### config.mk
export PLATFORM = sky130hd
export DESIGN_NAME = id_ex_stage_flat
export DESIGN_NICKNAME = d
export VERILOG_FILES = /design/src/rtl/id_ex_stage_pkg.sv /design/src/rtl/id_ex_stage_if.sv /design/src/rtl/id_ex_stage_fwd_mux.sv /design/src/rtl/id_ex_stage.sv /design/src/flat_wrapper.sv
export SDC_FILE = /design/constraint.sdc
export NUM_CORES = 1
export LEC_CHECK = 0
export ABC_AREA = 1
export BUFFER_PORTS_ARGS = -buffer_cell sky130_fd_sc_hd__buf_2
export CORE_AREA = 4 4 145 147
export CTS_BUF_LIST = sky130_fd_sc_hd__clkbuf_8
export DETAILED_ROUTE_END_ITERATION = 7
export DIE_AREA = 0 0 149 151
export PLACE_DENSITY_LB_ADDON = 0.1
export SLEW_MARGIN = 10
export SYNTH_ARGS = -nofsm -noshare
export SYNTH_HDL_FRONTEND = slang
export SYNTH_SLANG_ARGS = --single-unit
### constraint.sdc
create_clock -name clk -period 2.6 [get_ports clk]
set_input_delay 0.52 -clock clk [delete_from_list [all_inputs] [get_ports clk]]
set_output_delay 0.52 -clock clk [all_outputs]
set_load 0.02 [all_outputs]
### src/rtl/id_ex_stage_pkg.sv
// Shared types and constants for the ID/EX pipeline stage: ALU op codes,
// datapath widths, the EX register layout and its bubble value.
package id_ex_stage_pkg;

  localparam int XLEN    = 32;
  localparam int RADDR_W = 5;

  typedef enum logic [3:0] {
    ALU_ADD  = 4'd0,
    ALU_SUB  = 4'd1,
    ALU_AND  = 4'd2,
    ALU_OR   = 4'd3,
    ALU_XOR  = 4'd4,
    ALU_NOR  = 4'd5,
    ALU_SLT  = 4'd6,
    ALU_SLTU = 4'd7,
    ALU_SLL  = 4'd8,
    ALU_SRL  = 4'd9,
    ALU_SRA  = 4'd10,
    ALU_LUI  = 4'd11,
    ALU_NONE = 4'd12
  } alu_op_e;

  typedef struct packed {
    logic reg_write;
    logic mem_read;
    logic mem_write;
  } ctrl_t;

  localparam ctrl_t CTRL_BUBBLE = '{reg_write: 1'b0, mem_read: 1'b0, mem_write: 1'b0};

  typedef struct packed {
    logic               valid;
    logic [XLEN-1:0]    pc;
    logic [XLEN-1:0]    rs_val;
    logic [XLEN-1:0]    rt_val;
    logic [XLEN-1:0]    imm;
    logic [4:0]         shamt;
    logic [RADDR_W-1:0] rs;
    logic [RADDR_W-1:0] rt;
    logic [RADDR_W-1:0] rd;
    logic [3:0]         alu_op;
    logic               use_imm;
    logic               use_shamt;
    ctrl_t              ctrl;
  } ex_reg_t;

  localparam ex_reg_t EX_BUBBLE = '{alu_op: ALU_NONE, ctrl: CTRL_BUBBLE, default: '0};

  // A writer hits a source when it writes back a non-zero register equal to it.
  function automatic logic writer_hits(input logic               reg_write,
                                       input logic [RADDR_W-1:0] rd,
                                       input logic [RADDR_W-1:0] src);
    return reg_write && (rd != '0) && (rd == src);
  endfunction

endpackage

### src/rtl/id_ex_stage_if.sv
// Port bundle between ID, the forwarding sources and the ID/EX stage.
// The stage uses the slave modport; the driving side uses master.
interface id_ex_stage_if;
  import id_ex_stage_pkg::*;

  logic               stall_i;
  logic               flush_i;
  logic               id_valid_i;
  logic [XLEN-1:0]    id_pc_i;
  logic [XLEN-1:0]    id_rs_val_i;
  logic [XLEN-1:0]    id_rt_val_i;
  logic [XLEN-1:0]    id_imm_i;
  logic [4:0]         id_shamt_i;
  logic [RADDR_W-1:0] id_rs_i;
  logic [RADDR_W-1:0] id_rt_i;
  logic [RADDR_W-1:0] id_rd_i;
  logic [3:0]         id_alu_op_i;
  logic               id_use_imm_i;
  logic               id_use_shamt_i;
  logic               id_reg_write_i;
  logic               id_mem_read_i;
  logic               id_mem_write_i;
  logic               exmem_reg_write_i;
  logic [RADDR_W-1:0] exmem_rd_i;
  logic [XLEN-1:0]    exmem_result_i;
  logic               memwb_reg_write_i;
  logic [RADDR_W-1:0] memwb_rd_i;
  logic [XLEN-1:0]    memwb_result_i;

  logic               load_use_stall_o;
  logic               ex_valid_o;
  logic [XLEN-1:0]    ex_pc_o;
  logic [XLEN-1:0]    alu_a_o;
  logic [XLEN-1:0]    alu_b_o;
  logic [3:0]         alu_op_o;
  logic [XLEN-1:0]    ex_store_data_o;
  logic [RADDR_W-1:0] ex_rd_o;
  logic               ex_reg_write_o;
  logic               ex_mem_read_o;
  logic               ex_mem_write_o;

  modport slave (
    input  stall_i, flush_i, id_valid_i, id_pc_i, id_rs_val_i, id_rt_val_i, id_imm_i,
           id_shamt_i, id_rs_i, id_rt_i, id_rd_i, id_alu_op_i, id_use_imm_i,
           id_use_shamt_i, id_reg_write_i, id_mem_read_i, id_mem_write_i,
           exmem_reg_write_i, exmem_rd_i, exmem_result_i,
           memwb_reg_write_i, memwb_rd_i, memwb_result_i,
    output load_use_stall_o, ex_valid_o, ex_pc_o, alu_a_o, alu_b_o, alu_op_o,
           ex_store_data_o, ex_rd_o, ex_reg_write_o, ex_mem_read_o, ex_mem_write_o
  );

  modport master (
    output stall_i, flush_i, id_valid_i, id_pc_i, id_rs_val_i, id_rt_val_i, id_imm_i,
           id_shamt_i, id_rs_i, id_rt_i, id_rd_i, id_alu_op_i, id_use_imm_i,
           id_use_shamt_i, id_reg_write_i, id_mem_read_i, id_mem_write_i,
           exmem_reg_write_i, exmem_rd_i, exmem_result_i,
           memwb_reg_write_i, memwb_rd_i, memwb_result_i,
    input  load_use_stall_o, ex_valid_o, ex_pc_o, alu_a_o, alu_b_o, alu_op_o,
           ex_store_data_o, ex_rd_o, ex_reg_write_o, ex_mem_read_o, ex_mem_write_o
  );

endinterface

### src/rtl/id_ex_stage_fwd_mux.sv
// Operand forwarding mux: EX/MEM beats MEM/WB beats the register-file value.
// Without ID_EX_FWD_EN the register-file value passes straight through.
module id_ex_stage_fwd_mux
  import id_ex_stage_pkg::*;
(
  input  logic [RADDR_W-1:0] src,
  input  logic [XLEN-1:0]    rf_val,
  input  logic               exmem_reg_write,
  input  logic [RADDR_W-1:0] exmem_rd,
  input  logic [XLEN-1:0]    exmem_result,
  input  logic               memwb_reg_write,
  input  logic [RADDR_W-1:0] memwb_rd,
  input  logic [XLEN-1:0]    memwb_result,
  output logic [XLEN-1:0]    val
);

`ifdef ID_EX_FWD_EN
  always_comb begin
    if (writer_hits(exmem_reg_write, exmem_rd, src)) begin
      val = exmem_result;
    end else if (writer_hits(memwb_reg_write, memwb_rd, src)) begin
      val = memwb_result;
    end else begin
      val = rf_val;
    end
  end
`else
  logic unused_fwd;
  assign unused_fwd = ^{src, exmem_reg_write, exmem_rd, exmem_result,
                        memwb_reg_write, memwb_rd, memwb_result};
  assign val        = rf_val;
`endif

endmodule

### src/rtl/id_ex_stage.sv
// ID/EX pipeline register with EX-side operand select, forwarding and
// load-use bubble insertion. Forwarding is enabled by defining ID_EX_FWD_EN.
module id_ex_stage
  import id_ex_stage_pkg::*;
(
  input logic          clk,
  input logic          rst_n,
  id_ex_stage_if.slave bus
);

  ex_reg_t         ex_q;
  ex_reg_t         ex_d;
  logic            ex_writer;
  logic            load_use;
  logic [XLEN-1:0] fwd_rs;
  logic [XLEN-1:0] fwd_rt;

  // Without forwarding every EX writer is a hazard, not just a load.
`ifdef ID_EX_FWD_EN
  assign ex_writer = ex_q.ctrl.mem_read;
`else
  assign ex_writer = ex_q.ctrl.mem_read | ex_q.ctrl.reg_write;
`endif

  assign load_use = ex_q.valid && bus.id_valid_i &&
                    (writer_hits(ex_writer, ex_q.rd, bus.id_rs_i) ||
                     writer_hits(ex_writer, ex_q.rd, bus.id_rt_i));

  always_comb begin
    // NOTE: hold is assigned first so every path drives ex_d and no latch is inferred.
    ex_d = ex_q;
    if (bus.flush_i) begin
      ex_d = EX_BUBBLE;
    end else if (bus.stall_i) begin
      ex_d = ex_q;
    end else if (load_use || !bus.id_valid_i) begin
      ex_d = EX_BUBBLE;
    end else begin
      ex_d = '{valid:     1'b1,
               pc:        bus.id_pc_i,
               rs_val:    bus.id_rs_val_i,
               rt_val:    bus.id_rt_val_i,
               imm:       bus.id_imm_i,
               shamt:     bus.id_shamt_i,
               rs:        bus.id_rs_i,
               rt:        bus.id_rt_i,
               rd:        bus.id_rd_i,
               alu_op:    bus.id_alu_op_i,
               use_imm:   bus.id_use_imm_i,
               use_shamt: bus.id_use_shamt_i,
               ctrl:      '{reg_write: bus.id_reg_write_i,
                            mem_read:  bus.id_mem_read_i,
                            mem_write: bus.id_mem_write_i}};
    end
  end

  // NOTE: sequential state uses non-blocking assignments so all flops update together.
  always_ff @(posedge clk or negedge rst_n) begin
    if (!rst_n) begin
      ex_q <= EX_BUBBLE;
    end else begin
      ex_q <= ex_d;
    end
  end

  id_ex_stage_fwd_mux u_fwd_rs (
    .src             (ex_q.rs),
    .rf_val          (ex_q.rs_val),
    .exmem_reg_write (bus.exmem_reg_write_i),
    .exmem_rd        (bus.exmem_rd_i),
    .exmem_result    (bus.exmem_result_i),
    .memwb_reg_write (bus.memwb_reg_write_i),
    .memwb_rd        (bus.memwb_rd_i),
    .memwb_result    (bus.memwb_result_i),
    .val             (fwd_rs)
  );

  id_ex_stage_fwd_mux u_fwd_rt (
    .src             (ex_q.rt),
    .rf_val          (ex_q.rt_val),
    .exmem_reg_write (bus.exmem_reg_write_i),
    .exmem_rd        (bus.exmem_rd_i),
    .exmem_result    (bus.exmem_result_i),
    .memwb_reg_write (bus.memwb_reg_write_i),
    .memwb_rd        (bus.memwb_rd_i),
    .memwb_result    (bus.memwb_result_i),
    .val             (fwd_rt)
  );

  assign bus.load_use_stall_o = load_use;
  assign bus.ex_valid_o       = ex_q.valid;
  assign bus.ex_pc_o          = ex_q.pc;
  assign bus.alu_a_o          = ex_q.use_shamt ? {{(XLEN-5){1'b0}}, ex_q.shamt} : fwd_rs;
  assign bus.alu_b_o          = ex_q.use_imm ? ex_q.imm : fwd_rt;
  assign bus.alu_op_o         = ex_q.alu_op;
  assign bus.ex_store_data_o  = fwd_rt;
  assign bus.ex_rd_o          = ex_q.rd;
  assign bus.ex_reg_write_o   = ex_q.valid & ex_q.ctrl.reg_write;
  assign bus.ex_mem_read_o    = ex_q.valid & ex_q.ctrl.mem_read;
  assign bus.ex_mem_write_o   = ex_q.valid & ex_q.ctrl.mem_write;

endmodule

### src/flat_wrapper.sv
// flat-port wrapper written by rule: the top's interface ports become plain ports
module id_ex_stage_flat import id_ex_stage_pkg::*;
  (clk, rst_n, bus_stall_i, bus_flush_i, bus_id_valid_i, bus_id_pc_i, bus_id_rs_val_i, bus_id_rt_val_i, bus_id_imm_i, bus_id_shamt_i, bus_id_rs_i, bus_id_rt_i, bus_id_rd_i, bus_id_alu_op_i, bus_id_use_imm_i, bus_id_use_shamt_i, bus_id_reg_write_i, bus_id_mem_read_i, bus_id_mem_write_i, bus_exmem_reg_write_i, bus_exmem_rd_i, bus_exmem_result_i, bus_memwb_reg_write_i, bus_memwb_rd_i, bus_memwb_result_i, bus_load_use_stall_o, bus_ex_valid_o, bus_ex_pc_o, bus_alu_a_o, bus_alu_b_o, bus_alu_op_o, bus_ex_store_data_o, bus_ex_rd_o, bus_ex_reg_write_o, bus_ex_mem_read_o, bus_ex_mem_write_o);
  id_ex_stage_if bus_i ();
  input logic clk;
  input logic rst_n;
  input wire logic [$bits(bus_i.stall_i)-1:0] bus_stall_i;
  input wire logic [$bits(bus_i.flush_i)-1:0] bus_flush_i;
  input wire logic [$bits(bus_i.id_valid_i)-1:0] bus_id_valid_i;
  input wire logic [$bits(bus_i.id_pc_i)-1:0] bus_id_pc_i;
  input wire logic [$bits(bus_i.id_rs_val_i)-1:0] bus_id_rs_val_i;
  input wire logic [$bits(bus_i.id_rt_val_i)-1:0] bus_id_rt_val_i;
  input wire logic [$bits(bus_i.id_imm_i)-1:0] bus_id_imm_i;
  input wire logic [$bits(bus_i.id_shamt_i)-1:0] bus_id_shamt_i;
  input wire logic [$bits(bus_i.id_rs_i)-1:0] bus_id_rs_i;
  input wire logic [$bits(bus_i.id_rt_i)-1:0] bus_id_rt_i;
  input wire logic [$bits(bus_i.id_rd_i)-1:0] bus_id_rd_i;
  input wire logic [$bits(bus_i.id_alu_op_i)-1:0] bus_id_alu_op_i;
  input wire logic [$bits(bus_i.id_use_imm_i)-1:0] bus_id_use_imm_i;
  input wire logic [$bits(bus_i.id_use_shamt_i)-1:0] bus_id_use_shamt_i;
  input wire logic [$bits(bus_i.id_reg_write_i)-1:0] bus_id_reg_write_i;
  input wire logic [$bits(bus_i.id_mem_read_i)-1:0] bus_id_mem_read_i;
  input wire logic [$bits(bus_i.id_mem_write_i)-1:0] bus_id_mem_write_i;
  input wire logic [$bits(bus_i.exmem_reg_write_i)-1:0] bus_exmem_reg_write_i;
  input wire logic [$bits(bus_i.exmem_rd_i)-1:0] bus_exmem_rd_i;
  input wire logic [$bits(bus_i.exmem_result_i)-1:0] bus_exmem_result_i;
  input wire logic [$bits(bus_i.memwb_reg_write_i)-1:0] bus_memwb_reg_write_i;
  input wire logic [$bits(bus_i.memwb_rd_i)-1:0] bus_memwb_rd_i;
  input wire logic [$bits(bus_i.memwb_result_i)-1:0] bus_memwb_result_i;
  output wire logic [$bits(bus_i.load_use_stall_o)-1:0] bus_load_use_stall_o;
  output wire logic [$bits(bus_i.ex_valid_o)-1:0] bus_ex_valid_o;
  output wire logic [$bits(bus_i.ex_pc_o)-1:0] bus_ex_pc_o;
  output wire logic [$bits(bus_i.alu_a_o)-1:0] bus_alu_a_o;
  output wire logic [$bits(bus_i.alu_b_o)-1:0] bus_alu_b_o;
  output wire logic [$bits(bus_i.alu_op_o)-1:0] bus_alu_op_o;
  output wire logic [$bits(bus_i.ex_store_data_o)-1:0] bus_ex_store_data_o;
  output wire logic [$bits(bus_i.ex_rd_o)-1:0] bus_ex_rd_o;
  output wire logic [$bits(bus_i.ex_reg_write_o)-1:0] bus_ex_reg_write_o;
  output wire logic [$bits(bus_i.ex_mem_read_o)-1:0] bus_ex_mem_read_o;
  output wire logic [$bits(bus_i.ex_mem_write_o)-1:0] bus_ex_mem_write_o;
  assign bus_i.stall_i = bus_stall_i;
  assign bus_i.flush_i = bus_flush_i;
  assign bus_i.id_valid_i = bus_id_valid_i;
  assign bus_i.id_pc_i = bus_id_pc_i;
  assign bus_i.id_rs_val_i = bus_id_rs_val_i;
  assign bus_i.id_rt_val_i = bus_id_rt_val_i;
  assign bus_i.id_imm_i = bus_id_imm_i;
  assign bus_i.id_shamt_i = bus_id_shamt_i;
  assign bus_i.id_rs_i = bus_id_rs_i;
  assign bus_i.id_rt_i = bus_id_rt_i;
  assign bus_i.id_rd_i = bus_id_rd_i;
  assign bus_i.id_alu_op_i = bus_id_alu_op_i;
  assign bus_i.id_use_imm_i = bus_id_use_imm_i;
  assign bus_i.id_use_shamt_i = bus_id_use_shamt_i;
  assign bus_i.id_reg_write_i = bus_id_reg_write_i;
  assign bus_i.id_mem_read_i = bus_id_mem_read_i;
  assign bus_i.id_mem_write_i = bus_id_mem_write_i;
  assign bus_i.exmem_reg_write_i = bus_exmem_reg_write_i;
  assign bus_i.exmem_rd_i = bus_exmem_rd_i;
  assign bus_i.exmem_result_i = bus_exmem_result_i;
  assign bus_i.memwb_reg_write_i = bus_memwb_reg_write_i;
  assign bus_i.memwb_rd_i = bus_memwb_rd_i;
  assign bus_i.memwb_result_i = bus_memwb_result_i;
  assign bus_load_use_stall_o = bus_i.load_use_stall_o;
  assign bus_ex_valid_o = bus_i.ex_valid_o;
  assign bus_ex_pc_o = bus_i.ex_pc_o;
  assign bus_alu_a_o = bus_i.alu_a_o;
  assign bus_alu_b_o = bus_i.alu_b_o;
  assign bus_alu_op_o = bus_i.alu_op_o;
  assign bus_ex_store_data_o = bus_i.ex_store_data_o;
  assign bus_ex_rd_o = bus_i.ex_rd_o;
  assign bus_ex_reg_write_o = bus_i.ex_reg_write_o;
  assign bus_ex_mem_read_o = bus_i.ex_mem_read_o;
  assign bus_ex_mem_write_o = bus_i.ex_mem_write_o;
  id_ex_stage u_core (.clk(clk), .rst_n(rst_n), .bus(bus_i));
endmodule
==> flow_metrics.tcl, run 1 <==
set metrics [dict create \
    syn-cell-area_mm2 0.00720 \
    syn-mean-instance-area_um2 8.14 \
    tritoncts "yes" \
    hold_class "primary input to async pin" \
    crit_fanout 20 \
    syn_nets 1123 \
    drcViolationCount 0 \
    fin_cells 1377 \
    cp-end-kind "primary output" \
    finalWirelength_um 21100 \
    yosys.cell_count.top_type "nand2_1" \
    wl_per_cell_um 15.3 \
    cts_num_sinks 148 \
    final-hold-violation-count 0 \
    dieArea_mm2 0.0225 \
    async_reset_ff_share_pct 100 \
    busiest_layer "met2" \
    startpoint_type "flip-flop" \
    nFillCells 2140 \
    dp.cells 1344 \
    place.gp.congestion 0.749 \
    numCtsBuffers 17 \
    initial_core_util_pct 36.2 \
    worst_ep_arrival_time_ps 1870 \
    grt_max_degree 117 \
    syn_to_final_growth_pct 22.0 \
    r2r-start "u_core.bus.ex_valid_o$_DFFE_PN0P_" \
    drv_slew 0 \
    fin_nets 1331 \
    ys_ff_latch 148 \
    cts.reportedPaths.clkPinSlew_ps 90 \
    grt.met3_usage_pct 5.75 \
    final_cell_area_mm2 0.00879 \
    row_count 52 \
    io_buffers 303 \
    clock_latency_ps 450 \
    fin_tns_setup_ps 0 \
    worstRegToRegCells 8 \
    r2r-end "u_core.ex_q[64]$_DFFE_PN0P_" \
    grt_pass1_wl_um 33300 \
    synth_cell_types 21 \
    htree_levels 4 \
    worstPathRequired_ps 2080 \
    p_per_area_mw_per_mm2 560 \
    peakVddDrop_mv 0.372 \
    r2r_setup_slack_ps 630 \
    dp_hpwl_um 14500 \
    core-area_mm2 0.0199 \
    die_w_um 149 \
    tightest_slew_ps 864 \
    outcome "finished clean" \
    rsz0062_at_grt "no" \
    ios 380 \
    netlist_top_cells_count "nand2_1, nand3_1, dfrtp_1" \
    viasPerCell 4.61 \
    path_class "flip-flop to primary output" \
    synth-main-ff-cell "dfrtp_1" \
    layout-drive-gt1-share_pct 32.9 \
    fp.dieH_um 151 \
    use_met2_pct 30.3 \
    placed_area_mm2 0.00838 \
    setup_violations 0 \
    drt_iter0_drc 256 \
    drtAntennaViolNets 0 \
    clk_path_buf_depth 2 \
    synthTopCellsByArea "dfrtp_1, nand2_1, nand3_1, buf_4, o21ai_0" \
    fmax_mhz 419 \
    synth-edff-count 0 \
    cts_resized 0 \
    first_pass_iters 6 \
    yosysTopAreaCell "dfrtp_1" \
    ys.warnings.count 0 \
    slew_headroom_pct 42.4 \
    holdBufCountCts 0 \
    postCtsSetupBuffers 0 \
    netlist_instances 885 \
    met1_usage_pct 23.9 \
    power.leakage_nw 4.99 \
    grt_pass1_vias 6298 \
    antenna_found_initial 4 \
    yosysSeqAreaShare_pct 51.5 \
    fin_crit_sh_pct 91.8 \
    vias 6342 \
    clk_root_buffer_cell "clkbuf_8" \
    track_usage_pct 18.6 \
    grt_overflow 0 \
    synth_top_area_share_pct 50.7 \
    min_period_ps 2390 \
    max_cap_violations 0 \
    finalClockSkew_ps 18.7 \
]
-- report_power, final --
group | switching [W] | internal (W)
sequential | 0.0000512 | 0.00239
clock | 0.000895 | 0.000970
combinational | 0.000393 | 0.000228
total | 0.00134 | 0.00358
-- registers in the layout, indices dropped and copies added (netlist names) --
| name | count |
|---|---|
| u_core.bus.ex_rd_o | 5 |
| u_core.bus.alu_op_o | 4 |
| u_core.bus.ex_valid_o | 1 |
| u_core.bus.ex_pc_o | 32 |
| u_core.ex_q | 106 |
-- how the worst max path moves through the flow --
stage	from	endpoint	slack, ps	depth (start not counted)
2_1_floorplan	u_core.bus.ex_valid_o$_DFFE_PN0P_	bus_load_use_stall_o	650	8
3_3_place_gp	bus_id_rt_i[3]	bus_load_use_stall_o	540	10
3_5_place_dp	bus_id_rt_i[3]	bus_load_use_stall_o	540	9
4_1_cts	u_core.bus.ex_valid_o$_DFFE_PN0P_	bus_load_use_stall_o	150	7
5_1_grt	u_core.bus.ex_valid_o$_DFFE_PN0P_	bus_load_use_stall_o	10	7
6_report	u_core.bus.ex_valid_o$_DFFE_PN0P_	bus_load_use_stall_o	210	7
-- layout by cell type, fill, tap and decap left out, drive strengths merged --
cell type  Yosys  routed
clkbuf        32      18
nor2          33      33
dfstp          2       2
buf           99     320
xnor2          2       2
bufinv         0       3
or2            2       2
nand3        150     150
nor3           1       1
nor3b          1       1
o21ai        107     107
clkinv         0       7
diode          0       2
inv           87      90
dfrtp        146     146
nand2        223     223
-- metal layers --
| metal | vias to the layer above | wire length, um |
|---|---|---|
| li1 | 3155 | - |
| met1 | 2961 | 9180 |
| met2 | 195 | 9960 |
| met3 | 25 | 1600 |
| met4 | 6 | 313 |
| met5 | - | 34 |
-- cell type report --
type	count	area [um2]	area share, %
clock buffer	18	248	2.82
timing repair buffer	320	1690	19.2
tap	270	338	3.85
multi-input combinational	519	2320	26.4
inverter	87	327	3.72
sequential	148	3710	42.2
clock inverter	13	158	1.79
antenna	2	5.00	0.0570
-- cell families (layout without fill, tap and decap cells) --
family                 after synthesis  count (layout)  synth area share (%)
AO/OA/AOI/OAI                      107             107                  7.44
buffers and inverters              218             438                  16.6
flip-flops                         148             148                  51.5
AND/OR/NAND/NOR                    410             410                  24.3
other                                0               2                     0
XOR/XNOR                             2               2                 0.243
-- worst max-delay path, stage by stage (launching register included) --
cell and delay [ps]:
dfrtp_1 480, nand2_1 80, inv_1 110, o21ai_0 100, nor2_1 190, nand2_4 210
inv_1 100, buf_2 160
-- per-stage QoR --
stage / hold WS (ps) / total power, W / utilization [%] / worst slack (ps)
2_1_floorplan: 224 / 0.00284 / - / 647
3_3_place_gp: 458 / 0.00311 / 42.1 / 536
3_5_place_dp: 460 / 0.00312 / 42.1 / 537
4_1_cts: 28.5 / 0.00500 / 44.1 / 151
5_1_grt: 45.4 / 0.00516 / 44.1 / 9.88
6_report: 21.3 / 0.00492 / 44.1 / 213
Note: power is estimated with default switching activity, not from simulation.
==> run 2: changes to the inputs <==
--- a/config.mk
+++ b/config.mk
@@ -11,7 +11,8 @@
 export CTS_BUF_LIST = sky130_fd_sc_hd__clkbuf_8
 export DETAILED_ROUTE_END_ITERATION = 7
 export DIE_AREA = 0 0 149 151
-export PLACE_DENSITY_LB_ADDON = 0.1
+export GPL_TIMING_DRIVEN = 0
+export PLACE_DENSITY = 0.67
 export SLEW_MARGIN = 10
 export SYNTH_ARGS = -nofsm -noshare
 export SYNTH_HDL_FRONTEND = slang
==> constraint.sdc (replaced) <==
create_clock -name clk -period 2.6 [get_ports clk]
set_input_delay 0.13 -clock clk [delete_from_list [all_inputs] [get_ports clk]]
set_output_delay 0.13 -clock clk [all_outputs]
set_load 0.02 [all_outputs]
==> run 2 against run 1 <==
Compared with the run above:
- setup slack improved by 180 ps
- via count grew 19%
- flip-flop and latch count unchanged
- largest power group unchanged
- total power is 5.6% higher
==> flow_metrics.tcl, run 2 (same netlist as run 1, synthesis figures left out) <==
set metrics [dict create \
    worstRegToRegCells 9 \
    min_period_ps 2210 \
    cpLargestDelayFamily "buffers and inverters" \
    crit_slowest_cell "clkbuf_1" \
    initial_core_util_pct 36.2 \
    fmax_mhz 452 \
    nFillCells 1824 \
    startpoint_type "flip-flop" \
    cts.reportedPaths.clkPinSlew_ps 80 \
    cp-end-kind "primary output" \
    placed_area_mm2 0.00909 \
    slew_headroom_pct 56.9 \
    htree_levels 4 \
    fin_crit_sh_pct 85.0 \
    fin_nets 1594 \
    worstPathRequired_ps 2470 \
    hold_class "primary input to async pin" \
    dieArea_mm2 0.0225 \
    grt_max_degree 86 \
    finalWirelength_um 25200 \
    worst_ep_arrival_time_ps 2080 \
    syn_to_final_growth_pct 52.5 \
    first_pass_iters 5 \
    grt_pass1_vias 7686 \
    final_cell_mix "buf_2, nand2_1, nand3_1, dlygate4sd3_1, dfrtp_1" \
    path_cells "clkbuf_1 -> clkbuf_1 -> nand2_1 -> o21ai_0 -> buf_2" \
    final_core_util_pct 55.2 \
    row_count 52 \
    fp.dieH_um 151 \
    clk_root_buffer_cell "clkbuf_8" \
    p_per_area_mw_per_mm2 473 \
    crit_buf_inv 3 \
    wl_per_cell_um 15.4 \
    tightest_slew_ps 646 \
    peakVddDrop_mv 0.309 \
    r2r_setup_slack_ps 880 \
    rsz0062_at_grt "no" \
    largest_reg_flops 106 \
    io_buffers 303 \
    max_cap_violations 0 \
    crit_fanout 10 \
    power.leakage_nw 6.03 \
    cts_resized 0 \
    path_class "flip-flop to primary output" \
    numCtsBuffers 17 \
    dp_hpwl_um 17100 \
    drtAntennaViolNets 0 \
    ios 380 \
    track_usage_pct 22.1 \
    antenna_found_initial 0 \
    setup.worst_path.start "u_core.ex_q[4]$_DFFE_PN0P_" \
    place.gp.congestion 0.845 \
    layout-drive-gt1-share_pct 32.3 \
    viasPerCell 4.60 \
    core-area_mm2 0.0199 \
    outcome "finished clean" \
    cts_num_sinks 148 \
    crit_path_frequent_cell "clkbuf_1" \
    r2r-start "u_core.bus.ex_valid_o$_DFFE_PN0P_" \
    tritoncts "yes" \
    max_stage_delay_ps 490 \
    finalClockSkew_ps 11.1 \
    drv_slew 0 \
    vias 7533 \
    r2r-end "u_core.ex_q[33]$_DFFE_PN0P_" \
    clock_latency_ps 450 \
    layout_commonest_cell "buf_2" \
    drt_iter0_drc 419 \
    drcViolationCount 0 \
    die_w_um 149 \
    critical_path_depth 5 \
    final_cell_area_mm2 0.0110 \
    setup_violations 0 \
    final-hold-violation-count 0 \
    grt_pass1_wl_um 39400 \
    largest_register "u_core.ex_q" \
    crit_end "bus_alu_b_o[29]" \
    clk_path_buf_depth 2 \
    grt_overflow 0 \
]
## run 2: cell count changes in the layout (fill, tap and decap cells not counted), moves of 2 or more
| cell | before | now |
|---|---|---|
| dlygate4sd3_1 | 0 | 148 |
| buf_4 | 14 | 73 |
| clkbuf_1 | 0 | 32 |
| buf_6 | 1 | 12 |
| buf_2 | 302 | 312 |
| buf_1 | 0 | 4 |
| clkinvlp_4 | 0 | 4 |
| buf_12 | 3 | 0 |
| clkinv_2 | 4 | 2 |
| clkinv_4 | 3 | 1 |
## run 2: worst min path at each step
| stage | start | end | slack (ps) | cells after the start |
|---|---|---|---|---|
| floorplan | rst_n | u_core.bus.alu_op_o[0]$_DFFE_PN0P_ | -170 | 0 |
| global placement | bus_id_pc_i[14] | u_core.bus.ex_pc_o[14]$_DFFE_PN0P_ | 350 | 3 |
| detailed placement | rst_n | u_core.ex_q[68]$_DFFE_PN0P_ | 110 | 1 |
| CTS | rst_n | u_core.ex_q[68]$_DFFE_PN0P_ | 200 | 2 |
| global route | rst_n | u_core.ex_q[68]$_DFFE_PN0P_ | 230 | 2 |
| finish | rst_n | u_core.ex_q[68]$_DFFE_PN0P_ | 210 | 2 |
## run 2: stage by stage
step	total power [W]	TNS (ps)	hold WS, ps	setup WS (ps)	std cells
after floorplan	0.00284	0	-166	1040	885
after global placement	0.00317	-126420	353	-875	1458
after detailed placement	0.00319	0	111	741	1459
after CTS	0.00526	0	200	360	1637
after global routing	0.00544	0	225	219	1637
final	0.00520	0	211	389	1639
## run 2: final cells by class
class / instances / area (um2) / share of cell area [%]
antenna: 2 / 5.00 / 0.0456
clock inverter: 12 / 156 / 1.42
buffer: 131 / 868 / 7.91
clock buffer: 18 / 248 / 2.26
sequential: 148 / 3710 / 33.7
inverter: 87 / 327 / 2.97
tap: 270 / 338 / 3.08
multi-input combinational: 519 / 2300 / 20.9
timing repair buffer: 452 / 3040 / 27.6
## run 2: routing by layer
layer	global-route usage, %	wire length [um]	part of all wire, %	vias up
met1	27.2	10400	41	3522
met3	5.03	1410	5.6	58
li1	-	-	-	3675
met2	38.3	12700	51	278
met4	8.10	686	2.7	0
met5	0	0	0	-
## run 2: where the power goes
group / switching, W / internal (W) / leakage, nW
logic: 0.000470 / 0.000422 / 3.82
registers: 0.0000461 / 0.00239 / 2.01
clock network: 0.000906 / 0.000967 / 0.193
## run 2: repair_timing
item,4_1_cts,5_1_grt
buffers inserted,0,0
hold endpoints to repair,210,0
hold buffers,148,0
==> run 3: changes to the inputs <==
--- a/config.mk
+++ b/config.mk
@@ -7,13 +7,12 @@
 export LEC_CHECK = 0
 export ABC_AREA = 1
 export BUFFER_PORTS_ARGS = -buffer_cell sky130_fd_sc_hd__buf_2
-export CORE_AREA = 4 4 145 147
+export CORE_AREA = 4 4 144 146
 export CTS_BUF_LIST = sky130_fd_sc_hd__clkbuf_8
 export DETAILED_ROUTE_END_ITERATION = 7
-export DIE_AREA = 0 0 149 151
+export DIE_AREA = 0 0 148 150
 export GPL_TIMING_DRIVEN = 0
-export PLACE_DENSITY = 0.67
-export SLEW_MARGIN = 10
+export PLACE_DENSITY = 0.68
 export SYNTH_ARGS = -nofsm -noshare
 export SYNTH_HDL_FRONTEND = slang
 export SYNTH_SLANG_ARGS = --single-unit
==> run 3 against run 2 <==
Compared with the run above:
- critical path depth increased by 4
- sequential power about the same
- clock skew rose by 2.9 ps
- global-route usage is 0.59 points higher
- fmax increased by 0.79%
- flip-flop and latch count stayed put
- cell count hardly changed
- count of clock-buffer cells in the layout is 1 higher
- total power grew 4.0%
- clock power up 11%
- critical endpoint is now bus_load_use_stall_o
==> flow_metrics.tcl, run 3 (same netlist as run 1, synthesis figures left out) <==
set metrics [dict create \
    dieArea_mm2 0.0222 \
    drtAntennaViolNets 0 \
    outcome "finished clean" \
    antenna_found_initial 2 \
    place.gp.congestion 0.820 \
    finalClockSkew_ps 13.9 \
    clk_path_buf_depth 2 \
    ios 380 \
    postCtsSetupBuffers 0 \
    power.leakage_nw 6.05 \
    tritoncts "yes" \
    drt_iter0_drc 333 \
    nFillCells 1751 \
    first_pass_iters 5 \
    p_per_area_mw_per_mm2 490 \
    worst_ep_arrival_time_ps 2060 \
    die_w_um 148 \
    vias 7587 \
    grt_pass1_wl_um 40200 \
    startpoint_type "flip-flop" \
    syn_to_final_growth_pct 53.2 \
    wl_per_cell_um 15.6 \
    initial_core_util_pct 37.1 \
    tightest_slew_ps 639 \
    grt_pass1_vias 7909 \
    max_cap_violations 0 \
    layout_commonest_cell "buf_2" \
    rsz0062_at_grt "no" \
    layout-drive-gt1-share_pct 32.4 \
    max_stage_delay_ps 440 \
    hold_class "primary input to async pin" \
    fin_nets 1594 \
    core-area_mm2 0.0194 \
    fmax_mhz 456 \
    slew_headroom_pct 57.4 \
    path_class "flip-flop to primary output" \
    numCtsBuffers 17 \
    power.total_w 0.00541 \
    seq_area_mm2 0.00371 \
    final_cell_mix "buf_2, nand2_1, nand3_1, dlygate4sd3_1, dfrtp_1" \
    crit_slowest_cell "dfrtp_1" \
    dp.cells 1454 \
    final-hold-violation-count 0 \
    viasPerCell 4.63 \
    drv_slew 0 \
    min_period_ps 2190 \
    row_count 51 \
    worstPathRequired_ps 2470 \
    setup_violations 0 \
    crit_path_frequent_cell "buf_6" \
    fin_tns_setup_ps 0 \
    largest_register "u_core.ex_q" \
    track_usage_pct 22.7 \
    cts.reportedPaths.clkPinSlew_ps 90 \
    final_core_util_pct 56.9 \
    largest_reg_flops 106 \
    fin_cells 1638 \
    clock_latency_ps 440 \
    dp_hpwl_um 17300 \
    io_buffers 303 \
    cts_num_sinks 148 \
    peakVddDrop_mv 0.311 \
    multi_input_area_mm2 0.00230 \
    fp.dieH_um 150 \
    drcViolationCount 0 \
    finalWirelength_um 25600 \
    placed_area_mm2 0.00908 \
    cts_resized 0 \
    clk_root_buffer_cell "clkbuf_8" \
    htree_levels 4 \
    r2r_setup_slack_ps 880 \
    grt_max_degree 85 \
    cp-end-kind "primary output" \
    grt_overflow 0 \
    holdBufCountCts 148 \
    fin_crit_sh_pct 84.4 \
    path_cells "inv_2 -> nand3_1 -> nor3_1 -> nor2_1 -> nand2_2 -> buf_6 -> buf_6 -> inv_1 -> buf_2" \
    crit_fanout 10 \
    final_cell_area_mm2 0.0110 \
]
==> run 3: per-layer routing <==
| layer | GRT usage, % | routed length, um | vias up |
|---|---|---|---|
| met1 | 27.1 | 10400 | 3539 |
| met5 | 0 | 0 | - |
| met4 | 9.52 | 776 | 0 |
| met3 | 5.51 | 1580 | 60 |
| met2 | 39.3 | 12900 | 307 |
| li1 | - | - | 3681 |
==> run 3: path summary, 6_finish.rpt <==
check | from | end | cells past startpoint
worst min-delay path | rst_n | u_core.ex_q[68]$_DFFE_PN0P_ | 2
min in group clk | bus_flush_i | u_core.ex_q[54]$_DFFE_PN0P_ | 5
worst max register to register | u_core.bus.ex_rd_o[0]$_DFFE_PN0P_ | u_core.ex_q[36]$_DFFE_PN0P_ | 9
max in group asynchronous | rst_n | u_core.bus.alu_op_o[2]$_DFFE_PN1P_ | 3
worst max-delay path | u_core.bus.ex_rd_o[0]$_DFFE_PN0P_ | bus_load_use_stall_o | 9
worst min register to register | u_core.ex_q[48]$_DFFE_PN0P_ | u_core.ex_q[48]$_DFFE_PN0P_ | 2
==> run 3: metrics by stage <==
| stage | hold slack [ps] | setup slack, ps |
|---|---|---|
| 3_5_place_dp | 165 | 820 |
| 6_report | 243 | 407 |
| 3_3_place_gp | 353 | -861 |
| 2_1_floorplan | -166 | 1040 |
| 5_1_grt | 262 | 165 |
| 4_1_cts | 244 | 307 |
==> run 3: area by class of cell <==
| class | instances | share of cell area (%) |
|---|---|---|
| Inverter | 87 | 2.96 |
| Multi-Input combinational cell | 519 | 20.9 |
| Buffer | 131 | 7.87 |
| Timing Repair Buffer | 452 | 27.5 |
| Clock inverter | 13 | 1.76 |
| Sequential cell | 148 | 33.6 |
| Clock buffer | 19 | 2.37 |
| Antenna cell | 4 | 0.0908 |
| Tap cell | 265 | 3.01 |
==> run 3: power by group <==
part / internal (W) / switching [W]
Clock: 0.00111 / 0.000968
Sequential: 0.00239 / 0.0000467
Combinational: 0.000421 / 0.000472
Total: 0.00392 / 0.00149
==> run 3: worst max-delay path: cells and delay by family (launching register included) <==
| kind | cells | cell delay [ps] |
|---|---|---|
| buffers and inverters | 5 | 710 |
| flip-flops | 1 | 440 |
| AND/OR/NAND/NOR | 4 | 460 |
